`config.mk`:
```
export PLATFORM = sky130hd
export DESIGN_NAME = onchip_memory_arbiter
export DESIGN_NICKNAME = d
export VERILOG_FILES = /design/src/rtl/onchip_memory_arbiter.sv
export SDC_FILE = /design/constraint.sdc
export NUM_CORES = 1
export LEC_CHECK = 0
export CORE_AREA = 3 3 102 104
export DETAILED_ROUTE_END_ITERATION = 10
export DIE_AREA = 0 0 105 107
export GPL_ROUTABILITY_DRIVEN = 0
export GPL_TIMING_DRIVEN = 0
export SETUP_SLACK_MARGIN = 0.1
export SYNTH_ARGS = -nofsm -noshare
export SYNTH_HDL_FRONTEND = slang
export SYNTH_SLANG_ARGS = --single-unit
```
`constraint.sdc`:
```
create_clock -name clk -period 3.3 [get_ports clk]
set_input_delay 0.495 -clock clk [delete_from_list [all_inputs] [get_ports clk]]
set_output_delay 0.495 -clock clk [all_outputs]
set_load 0.01 [all_outputs]
```
`src/rtl/onchip_memory_arbiter.sv`:
```
// Round-robin arbiter sharing a single-port on-chip memory between two Avalon-MM requesters.
// One access per cycle; read data returns one cycle after accept; the losing requester sees waitrequest.
module onchip_memory_arbiter #(
  parameter int ADDR_W    = 16,
  parameter int DATA_W    = 32,
  parameter int MEM_WORDS = 50000
) (
  input  logic                clk,
  input  logic                reset_n,
  input  logic [ADDR_W-1:0]   p0_address,
  input  logic [DATA_W/8-1:0] p0_byteenable,
  input  logic                p0_read,
  input  logic                p0_write,
  input  logic [DATA_W-1:0]   p0_writedata,
  output logic                p0_waitrequest,
  output logic [DATA_W-1:0]   p0_readdata,
  output logic                p0_readdatavalid,
  input  logic [ADDR_W-1:0]   p1_address,
  input  logic [DATA_W/8-1:0] p1_byteenable,
  input  logic                p1_read,
  input  logic                p1_write,
  input  logic [DATA_W-1:0]   p1_writedata,
  output logic                p1_waitrequest,
  output logic [DATA_W-1:0]   p1_readdata,
  output logic                p1_readdatavalid,
  output logic [ADDR_W-1:0]   mem_address,
  output logic [DATA_W/8-1:0] mem_byteenable,
  output logic                mem_chipselect,
  output logic                mem_write,
  output logic [DATA_W-1:0]   mem_writedata,
  input  logic [DATA_W-1:0]   mem_readdata,
  output logic                err_oob
);

  localparam logic [ADDR_W:0] LP_LIMIT = (ADDR_W+1)'(MEM_WORDS);

  logic                r_last_grant;
  logic                r_rd_pend;
  logic                r_rd_port;
  logic                r_rd_oob;
  logic                r_err_oob;

  logic                w_req0;
  logic                w_req1;
  logic                w_gnt0;
  logic                w_gnt1;
  logic                w_gnt;
  logic                w_sel;
  logic                w_wr;
  logic                w_oob;
  logic [ADDR_W-1:0]   w_addr;
  logic [DATA_W/8-1:0] w_be;
  logic [DATA_W-1:0]   w_wdata;
  logic [DATA_W-1:0]   w_rdata;

  assign w_req0 = p0_read | p0_write;
  assign w_req1 = p1_read | p1_write;

  // Grants are suppressed while in reset so the memory sees no traffic.
  assign w_gnt0 = reset_n & w_req0 & (~w_req1 | r_last_grant);
  assign w_gnt1 = reset_n & w_req1 & (~w_req0 | ~r_last_grant);
  assign w_gnt  = w_gnt0 | w_gnt1;
  assign w_sel  = w_gnt1;

  always_comb begin
    w_addr  = p0_address;
    w_be    = p0_byteenable;
    w_wdata = p0_writedata;
    w_wr    = p0_write;
    if (w_sel) begin
      w_addr  = p1_address;
      w_be    = p1_byteenable;
      w_wdata = p1_writedata;
      w_wr    = p1_write;
    end
  end

  assign w_oob = ({1'b0, w_addr} >= LP_LIMIT);

  assign p0_waitrequest = reset_n & w_req0 & ~w_gnt0;
  assign p1_waitrequest = reset_n & w_req1 & ~w_gnt1;

  assign mem_chipselect = w_gnt & ~w_oob;
  assign mem_write      = mem_chipselect & w_wr;
  assign mem_address    = w_gnt ? w_addr  : '0;
  assign mem_byteenable = w_gnt ? w_be    : '0;
  assign mem_writedata  = w_gnt ? w_wdata : '0;

  always_ff @(posedge clk or negedge reset_n) begin
    if (!reset_n) begin
      r_last_grant <= 1'b1;
      r_rd_pend    <= 1'b0;
      r_rd_port    <= 1'b0;
      r_rd_oob     <= 1'b0;
      r_err_oob    <= 1'b0;
    end else begin
      r_rd_pend <= w_gnt & ~w_wr;
      if (w_gnt) begin
        r_last_grant <= w_sel;
      end
      if (w_gnt & ~w_wr) begin
        r_rd_port <= w_sel;
        r_rd_oob  <= w_oob;
      end
      if (w_gnt & w_oob) begin
        r_err_oob <= 1'b1;
      end
    end
  end

  // A dropped read never reached the memory, so its data is forced to zero.
  assign w_rdata          = r_rd_oob ? '0 : mem_readdata;
  assign p0_readdata      = w_rdata;
  assign p1_readdata      = w_rdata;
  assign p0_readdatavalid = r_rd_pend & ~r_rd_port;
  assign p1_readdatavalid = r_rd_pend & r_rd_port;
  assign err_oob          = r_err_oob;

endmodule

```
### Yosys cells after proc, flatten, opt, wreduce, memory -nomap -nowiden

Cells that the tools add are included.

| storage, ports and cells | value |
|---|---|
| bits in registers | 5 |
| output and inout port bits | 123 |
| word-level logic and storage cells | 39 |

| operators by class | value |
|---|---|
| magnitude comparators | 1 |
| muxes and demuxes | 8 |
| bitwise operators | 25 |

Operators by type and width:

| cell | number |
|---|---|
| 32-bit two-way mux | 3 |
| 16-bit two-way mux | 2 |
| 16-bit >= comparator, second input constant | 1 |
| 1-bit AND | 12 |
| 4-bit two-way mux | 2 |
| 1-bit NOT | 8 |
| 1-bit bitwise OR | 5 |
| 1-bit two-way mux | 1 |

### Longest topological paths before layout

| logic depth | value |
|---|---|
| depth after elaboration | 9 |
| depth in mapped cells | 6 |
| gate-level depth less buffers | 5 |

### Least setup slack after synthesis

No wires, ideal clock.

| path | value |
|---|---|
| path type | input to output |
| start point | input p1_write |
| end point | output mem_address[10] |
| arrival time | 1.393 ns |
| data required time | 2.805 ns |
| slack | 1.412 ns |
| stages on the path | 6 |
| path buffers | 2 |
| cells stage by stage | o21ai_2 -> nand2b_1 -> buf_6 -> buf_6 -> nand2_1 -> a21oi_1 |

| on the way | value |
|---|---|
| word-level cells in the longest chain between the ends | 6 |

Ends and longest elaborated chain:

| element | line | RTL |
|---|---|---|
| start, declared | 21 | `input logic p1_write,` |
| 1-bit bitwise OR * | 57 | `assign w_req1 = p1_read \| p1_write;` |
| 1-bit NOT | 60 | `assign w_gnt0 = reset_n & w_req0 & (~w_req1 \| r_last_grant);` |
| 1-bit bitwise OR | 60 |  |
| 1-bit AND | 60 |  |
| 1-bit bitwise OR | 62 | `assign w_gnt = w_gnt0 \| w_gnt1;` |
| 16-bit two-way mux * | 85 | `assign mem_address = w_gnt ? w_addr : '0;` |
| end, declared | 26 | `output logic [ADDR_W-1:0] mem_address,` |

Every way passes the cells marked *; elsewhere a longest branch is shown, timed or not.

### Worst setup path in the final report

| path | value |
|---|---|
| start point | input p1_write |
| end point | output mem_writedata[7] |

| on the way | value |
|---|---|
| word-level cells in the longest chain between the ends | 6 |

Ends and longest elaborated chain:

| element | line | RTL |
|---|---|---|
| 1-bit bitwise OR * | 57 |  |
| 1-bit NOT | 60 |  |
| 1-bit bitwise OR | 60 |  |
| 1-bit AND | 60 |  |
| 1-bit bitwise OR | 62 |  |
| 32-bit two-way mux * | 87 | `assign mem_writedata = w_gnt ? w_wdata : '0;` |
| end, declared | 30 | `output logic [DATA_W-1:0] mem_writedata,` |

Marked as above.

==> summary.txt <==
Run status
  • Status: finished, final reports clean

Synth
  • Mapped Area: about 0.0016 sq mm
  • EDFF count, synth: 0
  • Post-Syn Area per Cell: 5.64 sq um
  • Yosys cell types: 25
  • Synth warn: 0
  • Yosys reg bits: 5
  • Syn Nets: approximately 420
  • Top post-synthesis cells by area: nand2_1, a21oi_1, buf_4, nor2b_1, dfrtp_1
  • Top cell type's share of synthesized area: 0.256
  • Post-synthesis sequential area ratio: 0.0798
  • Cells after Synth: 281
  • Most common flop cell mapped by yosys: dfrtp_1
  • Asr flop ratio synth: 1.00
  • Post-synth top area cell: nand2_1

Global routing
  • Initial antenna violation count: 0
  • Vias in the first global route: 2,736
  • GRT overflow: 0
  • Total GRT Usage: 0.156
  • Largest net degree at the start of global routing: 11
  • First-pass GRT wire length: 14.2 mm

Clock network
  • H-tree Lvls: 1
  • Num CTS Buffers: 3
  • Root Driver: clkbuf_8
  • Total clock sinks: 5
  • CTS Buffer Depth: 2
  • CTS tree: yes
  • Clock transition at the registers of the reported paths: 0.03 ns
  • Later-pin clock latency in the skew report: 0.22 ns
  • CTS Hold Bufs: 0

Setup path
  • Worst r2r src: r_last_grant$_DFFE_PN1P_
  • CP Capture Type: primary output
  • CP Max Fanout: 10
  • Slowest cell on crit path: clkdlybuf4s50_1
  • Cell Chain, Critical Path: clkdlybuf4s50_1, o21ai_2, nand2b_2, buf_6, buf_6, nand2_1, a21oi_1, clkdlybuf4s50_1
  • R2R Setup Slk: 1.79 ns
  • CP max stage delay: 0.57 ns
  • WS Path Type: in -> out
  • Startpoint types: input port
  • Worst path arrival time: about 2.5 ns
  • Worst EP required: between 2 and 3 ns
  • R2R cell count: 6
  • Reg2reg end: r_rd_oob$_DFFE_PN0P_

STA
  • Final worst-path cycle share: 0.919
  • Peak Freq: 330 MHz
  • Min Tclk post-route: a little over 3 ns
  • RSZ-0062 raised after global routing: no
  • Fin Setup TNS: 0 ns
  • Worst slew margin: 0.730
  • Final worst slack: 0.268 ns
  • Slew Limit Fails: 0
  • Clock skew: 0.000573 ns
  • Final setup violation count: 0
  • Worst-margin pin slew: 0.394 ns
  • Final-report hold violation count: 0

Pwr
  • Max IR drop VDD: 0.0000906 V
  • Power per Cell Area: 249 mW/mm^2
  • Leakage: 1.85 nW

Floorplanning
  • Num rows: 36
  • Core Footprint: 0.00964 sq mm
  • Die Y: 107 um
  • Die width: 105 um
  • Die area: 0.0112 sq mm
  • I/O pin cnt: 265
  • Starting Density: 0.164

Final layout
  • FF/Latch Area: 126 sq um
  • Ant diodes: 0
  • Synth-to-Final Area Change: 182%
  • Share of layout cells above drive strength 1: 0.111
  • Most frequent cells in the layout: clkdlybuf4s50_1, nand2_1, a21oi_1
  • NumNets Final: just under 700
  • Fill count: 993
  • Layout Cells excl Fill: 683
  • Most common cell after layout, fill and taps aside: clkdlybuf4s50_1
  • Area of the multi-input gates: 0.00107 sq mm

Drt
  • Uppermost layer routed: met4
  • Drt total wl: roughly 9.6 mm
  • Starting DRT DRC Count: 121
  • Drt pass-1 iters: 4
  • Drt drc: 0
  • DRT met1 WL: 3.55 mm
  • Met3 wire length: approximately 840 um
  • Metal2 WL: 5.14 mm
  • Detailed-route via count: 2,805
  • DRT antenna net count: 0
  • Via density: 4.11
  • Routed len/inst: 14.0 um

Placement
  • Pre-CTS WS: 0.133 ns
  • HPWL after DPL: around 8.5 mm
  • Placed Cells: between 600 and 700
  • Port buffer count: 264

Hold path
  • Worst hold-check path type: in -> async

Flow run
  • Maximum capacitance violations: 0
metal layers:
metal	GRT usage	up-vias
met5	0	-
met4	0.0253	0
li1	-	1417
met1	0.164	1250
met2	0.312	134
met3	0.0421	4
worst max-delay path by stage:
stage / start / end / slack (ns) / depth (start not counted)
after floorplan: p1_write / mem_address[10] / 1.41 / 6
after global placement: reset_n / mem_address[0] / 0.16 / 8
after detailed placement: reset_n / mem_writedata[7] / 0.13 / 8
after CTS: reset_n / mem_writedata[7] / 0.12 / 8
after global routing: p0_read / mem_writedata[27] / 0.12 / 8
final: p1_write / mem_writedata[7] / 0.27 / 8
flip-flops by register name, indices dropped and copies added, names as in the netlist:
| name | cells |
|---|---|
| err_oob | 1 |
| r_last_grant | 1 |
| r_rd_oob | 1 |
| r_rd_pend | 1 |
| r_rd_port | 1 |
final cells by class:
type,count,area share
clock buffer,4,0.0101
buffer,53,0.0891
tap,133,0.0372
inverter,2,0.00168
sequential,5,0.0283
multi-input combinational,221,0.239
timing repair buffer,265,0.595
power by group:
part / switching [mW] / internal (mW) / total [mW] / leakage, nW
registers: 0.00795 / 0.0709 / 0.0788 / 0.0574
clock network: 0.0288 / 0.0828 / 0.112 / 0.0228
logic: 0.354 / 0.569 / 0.922 / 1.77
cells in the mapped netlist (all sizes together), types with 2 or more instances:
library cell  number
clkbuf             3
o211ai             2
a21oi             53
buf               50
inv                2
nor2               3
nor2b             34
nand2            108
o21ai              4
dfrtp              4
nor4               2
nand3              5
nor3               3
critical path, delay by kind of cell:
family                 cells  cell delay [ns]
buffers and inverters      4             1.41
AND/OR/NAND/NOR            2             0.24
AO/OA/AOI/OAI              2             0.40
logic make-up after synthesis:
kind of cell | Yosys count | share of synthesized area
mux | 2 | 0.0158
compound gates | 62 | 0.215
flops | 5 | 0.0798
simple gates | 157 | 0.442
buf+inv | 55 | 0.248
timing repair:
| action | 4_1_cts | 5_1_grt |
|---|---|---|
| resized for setup | 0 | 9 |
| endpoints found under the setup margin | 0 | 50 |
| hold endpoints to repair | 0 | 0 |
| setup buffers | 0 | 1 |
stage by stage:
step / utilization / power (mW) / cell area (sq um) / hold slack, ns
2_1_floorplan: - / 0.448 / 1580 / 0.199
3_3_place_gp: 0.456 / 1.00 / 4390 / 0.442
3_5_place_dp: 0.456 / 1.01 / 4390 / 0.448
4_1_cts: 0.460 / 1.12 / 4440 / 0.464
5_1_grt: 0.464 / 1.19 / 4470 / 0.183
6_report: 0.464 / 1.11 / 4470 / 0.175
Power figures use the tool's default switching activity.
